**src/rtl/subtitle_text_buffer_pkg.sv**
```systemverilog
`default_nettype none
// ============================================================================
// Module  : subtitle_pkg
// Purpose : Shared constants for the subtitle text buffer: FSM state
//           encoding, control codes, printable range and screen geometry.
// Ports   : none (package)
// Rev     : 1.0  initial release
// ============================================================================
package subtitle_pkg;

  localparam int ROWS = 16;
  localparam int COLS = 16;

  localparam logic [1:0] ST_IDLE   = 2'd0;
  localparam logic [1:0] ST_CLEAR  = 2'd1;
  localparam logic [1:0] ST_SCROLL = 2'd2;
  localparam logic [1:0] ST_FILL   = 2'd3;

  localparam logic [7:0] CODE_CR  = 8'h0D;
  localparam logic [7:0] CODE_FF  = 8'h0C;
  localparam logic [7:0] CODE_BS  = 8'h08;
  localparam logic [7:0] PRINT_LO = 8'h20;
  localparam logic [7:0] PRINT_HI = 8'h7E;

  // Scroll copies addresses 0..239; the last row starts at 240
  localparam logic [7:0] SCROLL_LAST   = 8'd240;
  localparam logic [7:0] LAST_ROW_BASE = 8'hF0;

  function automatic logic is_printable(input logic [7:0] c);
    return (c >= PRINT_LO) && (c <= PRINT_HI);
  endfunction

endpackage
`default_nettype wire

```
**src/rtl/subtitle_text_buffer_if.sv**
```systemverilog
`default_nettype none
// ============================================================================
// Module  : subtitle_text_buffer_if
// Purpose : Byte input handshake, display read port and status of the
//           subtitle text buffer.
// Signals : data_in/data_valid/data_ready  byte stream handshake
//           char_xy/char_code              display read address / data
//           cursor_xy/busy                 status
// Rev     : 1.0  initial release
// ============================================================================
interface subtitle_text_buffer_if;
  logic [7:0] data_in;
  logic       data_valid;
  logic       data_ready;
  logic [7:0] char_xy;
  logic [7:0] char_code;
  logic [7:0] cursor_xy;
  logic       busy;

  modport master (
    output data_in, data_valid, char_xy,
    input  data_ready, char_code, cursor_xy, busy
  );

  modport slave (
    input  data_in, data_valid, char_xy,
    output data_ready, char_code, cursor_xy, busy
  );
endinterface
`default_nettype wire

```
**src/rtl/subtitle_text_buffer_char_ram.sv**
```systemverilog
`default_nettype none
// ============================================================================
// Module  : subtitle_char_ram
// Purpose : 256 x 8 character store. Port A: synchronous display read.
//           Port B: synchronous read plus write, used by the control FSM.
// Ports   : clk, rst (active-low, resets only the read registers)
//           a_addr/a_data                  display read
//           b_rd_addr/b_rd_data            FSM read
//           b_we/b_wr_addr/b_wr_data       FSM write
// Rev     : 1.0  initial release
// ============================================================================
module subtitle_char_ram (
  input  wire logic       clk,
  input  wire logic       rst,
  input  wire logic [7:0] a_addr,
  output logic      [7:0] a_data,
  input  wire logic [7:0] b_rd_addr,
  output logic      [7:0] b_rd_data,
  input  wire logic       b_we,
  input  wire logic [7:0] b_wr_addr,
  input  wire logic [7:0] b_wr_data
);

  logic [7:0] mem [256];

  // Array itself is never reset; contents are rebuilt by the clear sequence
  always_ff @(posedge clk) begin
    if (b_we) begin
      mem[b_wr_addr] <= b_wr_data;
    end
  end

  always_ff @(posedge clk or negedge rst) begin
    if (!rst) begin
      a_data    <= 8'h00;
      b_rd_data <= 8'h00;
    end else begin
      a_data    <= mem[a_addr];
      b_rd_data <= mem[b_rd_addr];
    end
  end

endmodule
`default_nettype wire

```
**src/rtl/subtitle_text_buffer.sv**
```systemverilog
`default_nettype none
// ============================================================================
// Module  : subtitle_text_buffer
// Purpose : 16x16 subtitle character buffer. Accepts printable bytes and
//           CR / BS / FF control codes, maintains a cursor, scrolls one
//           row when the cursor runs off the bottom, and serves a
//           one-cycle-latency read port to the character-draw stage.
// Ports   : clk  single clock
//           rst  asynchronous active-low reset
//           bus  subtitle_text_buffer_if.slave (handshake, display, status)
// Rev     : 1.0  initial release
// ============================================================================
module subtitle_text_buffer
  import subtitle_pkg::*;
#(
  parameter logic [7:0] BLANK_CHAR     = 8'h20,
  parameter bit         CLEAR_ON_RESET = 1'b1
) (
  input  wire logic              clk,
  input  wire logic              rst,
  subtitle_text_buffer_if.slave  bus
);

  logic [1:0] state;
  logic [7:0] cnt;
  logic [3:0] row;
  logic [3:0] col;
  logic       booting;   // set until the first post-reset clear finishes

  logic       accept;
  logic       printable;
  logic       line_end;  // byte finishes the current line
  logic       we;
  logic [7:0] wr_addr;
  logic [7:0] wr_data;
  logic [7:0] rd_addr;
  logic [7:0] rd_data;

  assign accept    = bus.data_valid && (state == ST_IDLE);
  assign printable = is_printable(bus.data_in);
  assign line_end  = (printable && (col == 4'hF)) || (bus.data_in == CODE_CR);

  assign bus.data_ready = (state == ST_IDLE);
  assign bus.busy       = (state != ST_IDLE);
  assign bus.cursor_xy  = {row, col};

  always_comb begin
    we      = 1'b0;
    wr_addr = 8'h00;
    wr_data = BLANK_CHAR;
    rd_addr = 8'h00;
    case (state)
      ST_IDLE: begin
        if (accept && printable) begin
          we      = 1'b1;
          wr_addr = {row, col};
          wr_data = bus.data_in;
        end else if (accept && (bus.data_in == CODE_BS) && (col != 4'h0)) begin
          we      = 1'b1;
          wr_addr = {row, col - 4'd1};
        end
      end
      ST_CLEAR: begin
        we      = !(booting && !CLEAR_ON_RESET);
        wr_addr = cnt;
      end
      ST_SCROLL: begin
        // Read a+16 this cycle, write it to a on the next one
        rd_addr = cnt + 8'd16;
        if (cnt != 8'd0) begin
          we      = 1'b1;
          wr_addr = cnt - 8'd1;
          wr_data = rd_data;
        end
      end
      default: begin  // ST_FILL
        we      = 1'b1;
        wr_addr = LAST_ROW_BASE | cnt;
      end
    endcase
  end

  always_ff @(posedge clk or negedge rst) begin
    if (!rst) begin
      state   <= ST_CLEAR;
      cnt     <= 8'd0;
      row     <= 4'd0;
      col     <= 4'd0;
      booting <= 1'b1;
    end else begin
      case (state)
        ST_IDLE: begin
          if (accept) begin
            if (printable) begin
              col <= col + 4'd1;
            end else if (bus.data_in == CODE_CR) begin
              col <= 4'd0;
            end else if ((bus.data_in == CODE_BS) && (col != 4'd0)) begin
              col <= col - 4'd1;
            end else if (bus.data_in == CODE_FF) begin
              row   <= 4'd0;
              col   <= 4'd0;
              cnt   <= 8'd0;
              state <= ST_CLEAR;
            end
            // Running off the bottom row keeps the cursor on row 15
            if (line_end) begin
              if (row == 4'hF) begin
                cnt   <= 8'd0;
                state <= ST_SCROLL;
              end else begin
                row <= row + 4'd1;
              end
            end
          end
        end
        ST_CLEAR: begin
          if (booting && !CLEAR_ON_RESET) begin
            booting <= 1'b0;
            state   <= ST_IDLE;
          end else begin
            cnt <= cnt + 8'd1;
            if (cnt == 8'hFF) begin
              booting <= 1'b0;
              state   <= ST_IDLE;
            end
          end
        end
        ST_SCROLL: begin
          cnt <= cnt + 8'd1;
          if (cnt == SCROLL_LAST) begin
            cnt   <= 8'd0;
            state <= ST_FILL;
          end
        end
        default: begin  // ST_FILL
          cnt <= cnt + 8'd1;
          if (cnt == 8'd15) begin
            cnt   <= 8'd0;
            state <= ST_IDLE;
          end
        end
      endcase
    end
  end

  subtitle_char_ram u_ram (
    .clk       (clk),
    .rst       (rst),
    .a_addr    (bus.char_xy),
    .a_data    (bus.char_code),
    .b_rd_addr (rd_addr),
    .b_rd_data (rd_data),
    .b_we      (we && rst),
    .b_wr_addr (wr_addr),
    .b_wr_data (wr_data)
  );

endmodule
`default_nettype wire
```
**src/flat_wrapper.sv**
```systemverilog
// flat-port wrapper written by rule: the top's interface ports become plain ports
module subtitle_text_buffer_flat import subtitle_pkg::*;
#(
  parameter logic [7:0] BLANK_CHAR     = 8'h20,
  parameter bit         CLEAR_ON_RESET = 1'b1
)
  (clk, rst, bus_data_in, bus_data_valid, bus_char_xy, bus_data_ready, bus_char_code, bus_cursor_xy, bus_busy);
  subtitle_text_buffer_if bus_i ();
  input  wire logic clk;
  input  wire logic rst;
  input wire logic [$bits(bus_i.data_in)-1:0] bus_data_in;
  input wire logic [$bits(bus_i.data_valid)-1:0] bus_data_valid;
  input wire logic [$bits(bus_i.char_xy)-1:0] bus_char_xy;
  output wire logic [$bits(bus_i.data_ready)-1:0] bus_data_ready;
  output wire logic [$bits(bus_i.char_code)-1:0] bus_char_code;
  output wire logic [$bits(bus_i.cursor_xy)-1:0] bus_cursor_xy;
  output wire logic [$bits(bus_i.busy)-1:0] bus_busy;
  assign bus_i.data_in = bus_data_in;
  assign bus_i.data_valid = bus_data_valid;
  assign bus_i.char_xy = bus_char_xy;
  assign bus_data_ready = bus_i.data_ready;
  assign bus_char_code = bus_i.char_code;
  assign bus_cursor_xy = bus_i.cursor_xy;
  assign bus_busy = bus_i.busy;
  subtitle_text_buffer #(.BLANK_CHAR(BLANK_CHAR), .CLEAR_ON_RESET(CLEAR_ON_RESET)) u_core (.clk(clk), .rst(rst), .bus(bus_i));
endmodule
```
**config.mk**
```make
export PLATFORM = sky130hd
export DESIGN_NAME = subtitle_text_buffer_flat
export DESIGN_NICKNAME = d
export VERILOG_FILES = /design/src/rtl/subtitle_text_buffer_pkg.sv /design/src/rtl/subtitle_text_buffer_if.sv /design/src/rtl/subtitle_text_buffer_char_ram.sv /design/src/rtl/subtitle_text_buffer.sv /design/src/flat_wrapper.sv
export SDC_FILE = /design/constraint.sdc
export NUM_CORES = 2
export LEC_CHECK = 0
export CORE_AREA = 2 2 448 450
export DETAILED_ROUTE_END_ITERATION = 8
export DIE_AREA = 0 0 450 452
export PLACE_DENSITY_LB_ADDON = 0.05
export SLEW_MARGIN = 40
export SYNTH_ARGS = -nofsm -noshare
export SYNTH_HDL_FRONTEND = slang
export SYNTH_SLANG_ARGS = --single-unit
```
**constraint.sdc**
```tcl
create_clock -name clk -period 45.6 [get_ports clk]
set_input_delay 6.84 -clock clk [delete_from_list [all_inputs] [get_ports clk]]
set_output_delay 6.84 -clock clk [all_outputs]
set_load 0.01 [all_outputs]
```
==> parameters.txt <==
Parameter                              Value

Timing
  Number of slew-limit violations in the final report    0
  Relative max-transition margin    32.6%
  Shortest clock period the worst path allows after layout    10.85 ns
  Achievable frequency    0.0921 GHz
  Smallest setup slack after layout    34.75 ns
  Final period util    23.8%
  Final Hold Viols    0
  Final setup viols    0
  Slew @ Worst Pin    1.01 ns
  Aggregate negative setup slack    0 ns
  Setup repair after global routing missed its margin    no
  Worst setup skew after layout    0.0414 ns

Routing
  First-iteration detailed-routing DRC count    11.2k
  Total via count in the routed design    68.1k
  Detailed Route WL    384000 um
  Average vias per placed instance    7.49
  Number of optimization iterations in the first detailed-route pass    8
  Remaining antenna violation count after routing    0
  DRC viols    0
  Routed WL per cell    42.2 um

Global route
  Antenna violations before repair    18
  Total track usage    37.2%
  Largest net degree at the start of global routing    103
  Overflow left after global routing    0
  Via count of the first global-routing pass    64.1k
  Global-route wire length before repair    527000 um

Clock tree
  Number of buffers inserted by hold repair at cts    0
  Maximum clock insertion buffer count    3
  # clock sinks    2082
  Buffer count from post-CTS setup fixing    0
  Root buffer selected by CTS    sky130_fd_sc_hd__clkbuf_16
  TritonCTS Buffers    215
  Clock tree from TritonCTS    yes
  Clock latency of the later-clocked register in the worst-skew pair    0.90 ns
  Number of gates resized after CTS    0
  H-tree levels    4
  Clock transition at the register clock pins on the worst setup and hold paths after CTS    0.06 ns

Worst setup path
  Data arrival time at the worst-slack endpoint    11.37 ns
  Worst setup path class    in -> reg
  Worst-path cell chain    clkdlybuf4s50_1, nand4_1, o21ai_0, o21ai_2, a311oi_2, nor2b_1, nand2_1, nor2_1
  CP peak stage delay    0.91 ns
  Sort of element at the start of the critical path    primary input
  Slowest cell on the critical path    sky130_fd_sc_hd__nor2_1
  Required @ worst endpoint    46.12 ns
  Crit end category    flip-flop
  Highest fanout seen on the critical path    16

Die
  Count of standard-cell rows    164
  Starting Density    49.8%
  Die area    203000 um^2
  Core region area    199000 um^2
  Die boundary width    450 um
  Die Y    452 um
  IO Count    37

Yosys
  Post-synthesis cell area    98900 um^2
  Mean instance size in the synthesized netlist    15.6 um^2
  Yosys warnings    0
  Share of synthesized area occupied by flip-flops and latches    63.1%
  Post-synth net total    6360
  Number of unique standard cell types used by synthesis    87
  Post-synthesis register bit count    2082
  Cells after Synth    6329
  Post-synth top flop    sky130_fd_sc_hd__edfxtp_1
  Proportion of synthesized flip-flops having asynchronous set or reset    1.63%
  EDFF count, synth    2048

Power and ir drop
  Standby leakage power    35.0 nW
  Peak supply drop    0.0713 mV
  Pwr dens    61.5 nW/um^2

Status
  Status    finished, final reports clean

Final layout
  Final Instance Count excl. Fillers    9096
  Leading cell type in the layout, fill and taps excluded    sky130_fd_sc_hd__edfxtp_1
  Top library cells by usage in the layout, fill and taps aside    sky130_fd_sc_hd__edfxtp_1, sky130_fd_sc_hd__mux4_2, sky130_fd_sc_hd__nand2_1, sky130_fd_sc_hd__mux2i_1, sky130_fd_sc_hd__a21oi_1
  Area growth from synthesis to final layout    12.0%
  Post-layout nets    6277
  Share of cells above drive strength 1    22.2%

Placement
  Count of placed standard cells including taps    8673
  Placed wire-length estimate after detailed placement    250000 um
  Global placement routability congestion    0.971
  Port Buffer Count    36
  Post-Place Worst Slack    33.94 ns

Job
  # Max-Cap Violations    0

Min path
  Hold WC Path Type    reg -> reg
area by class of cell:
cell class	instances	area, um^2
sequential	2082	62400
fill	15700	87900
timing repair buffer	243	2690
clock buffer	259	5670
clock inverter	143	1730
multi-input combinational	3684	34800
tap	2656	3320
inverter	20	86.3
antenna	9	22.5
power by group:
part / switching (mW) / internal, mW / total (mW) / leakage [nW]
registers: 0.0415 / 2.47 / 2.51 / 19.1
clock network: 0.767 / 1.10 / 1.87 / 3.57
logic: 1.85 / 0.583 / 2.43 / 12.3
total: 2.66 / 4.15 / 6.81 / 35.0
sequential cells by signal (all words and copies together) (netlist names):
| register | count |
|---|---|
| u_core.u_ram.mem | 2048 |
| u_core.u_ram.b_rd_data | 8 |
| u_core.state | 2 |
| u_core.u_ram.a_data | 8 |
| u_core.cnt | 8 |
| u_core.col | 4 |
| u_core.row | 4 |
stage by stage:
stage                     power (mW)  instance area (um^2)  util, %  hold slack [ns]
after floorplan                 3.77                 98900        -            0.574
after global placement          4.78                102000     51.3            0.589
after detailed placement        4.84                103000     51.8            0.593
after CTS                       6.68                110000     55.5            0.600
after global routing            6.90                111000     55.7            0.622
final                           6.81                111000     55.7            0.599
metal layers:
metal	wire length, um	GRT usage (%)	vias to the layer above	share of wire [%]
li1	-	-	26100	-
met1	141000	50.0	35200	37
met2	166000	53.6	5723	43
met3	54400	13.1	1050	14
met4	22700	19.4	20	5.9
met5	178	0	-	0.046
cells by family after synthesis:
kind of cell / share of synthesized area, %
muxes: 19.3
buffers and inverters: 2.50
and+or+nand+nor: 5.72
DFF: 63.1
xor gates and xnor gates: 0.0354
AOI/OAI and AO/OA: 9.21
adders and majority gates: 0.152
cells in the mapped netlist (10+ instances only):
library cell / n / area, um^2
sky130_fd_sc_hd__buf_2: 150 / 751
sky130_fd_sc_hd__a311oi_1: 28 / 245
sky130_fd_sc_hd__nand2_1: 512 / 1920
sky130_fd_sc_hd__mux2_2: 33 / 372
sky130_fd_sc_hd__buf_4: 33 / 248
sky130_fd_sc_hd__clkbuf_1: 268 / 1010
sky130_fd_sc_hd__a221oi_1: 53 / 464
sky130_fd_sc_hd__nor2_1: 332 / 1250
sky130_fd_sc_hd__o2111ai_1: 15 / 131
sky130_fd_sc_hd__a22oi_1: 94 / 706
sky130_fd_sc_hd__nand4_1: 26 / 163
sky130_fd_sc_hd__a31oi_1: 38 / 238
sky130_fd_sc_hd__o22ai_1: 203 / 1270
sky130_fd_sc_hd__and3_1: 10 / 62.6
sky130_fd_sc_hd__nor4_1: 64 / 400
sky130_fd_sc_hd__o21ai_0: 120 / 601
sky130_fd_sc_hd__nor3_1: 84 / 420
sky130_fd_sc_hd__a21oi_1: 292 / 1460
sky130_fd_sc_hd__a211oi_1: 70 / 526
sky130_fd_sc_hd__dfrtp_1: 33 / 826
sky130_fd_sc_hd__ha_1: 12 / 150
sky130_fd_sc_hd__edfxtp_1: 2048 / 61500
sky130_fd_sc_hd__nand3_1: 73 / 365
sky130_fd_sc_hd__o211ai_1: 40 / 300
sky130_fd_sc_hd__a32oi_1: 36 / 315
sky130_fd_sc_hd__mux4_2: 622 / 14000
sky130_fd_sc_hd__buf_1: 86 / 323
sky130_fd_sc_hd__inv_1: 18 / 67.6
sky130_fd_sc_hd__and2_1: 32 / 200
sky130_fd_sc_hd__mux2i_1: 470 / 4700
sky130_fd_sc_hd__nand2b_1: 14 / 87.6
sky130_fd_sc_hd__nor2b_1: 26 / 163
sky130_fd_sc_hd__o221ai_1: 200 / 1750
sky130_fd_sc_hd__a22o_1: 18 / 158
final timing paths:
check	startpoint	to	slack, ns	cells after the start
setup / recovery	bus_data_in[0]	u_core.u_ram.mem[85][7]	34.75	8
hold / removal	u_core.state[0]	u_core.state[0]	0.60	1
setup reg to reg	u_core.state[0]	u_core.u_ram.b_rd_data[2]	38.90	12
hold reg to reg	u_core.state[0]	u_core.state[0]	0.60	1
max in group asynchronous	rst	u_core.cnt[0]	39.10	2
min in group asynchronous	rst	u_core.row[0]	6.02	2
critical path, delay by kind of cell:
family	cells	cell delay, ns
buffers and inverters	1	0.68
AOI/OAI and AO/OA	3	1.37
and+or+nand+nor	4	2.47
Note: power is estimated with default switching activity, not from simulation.
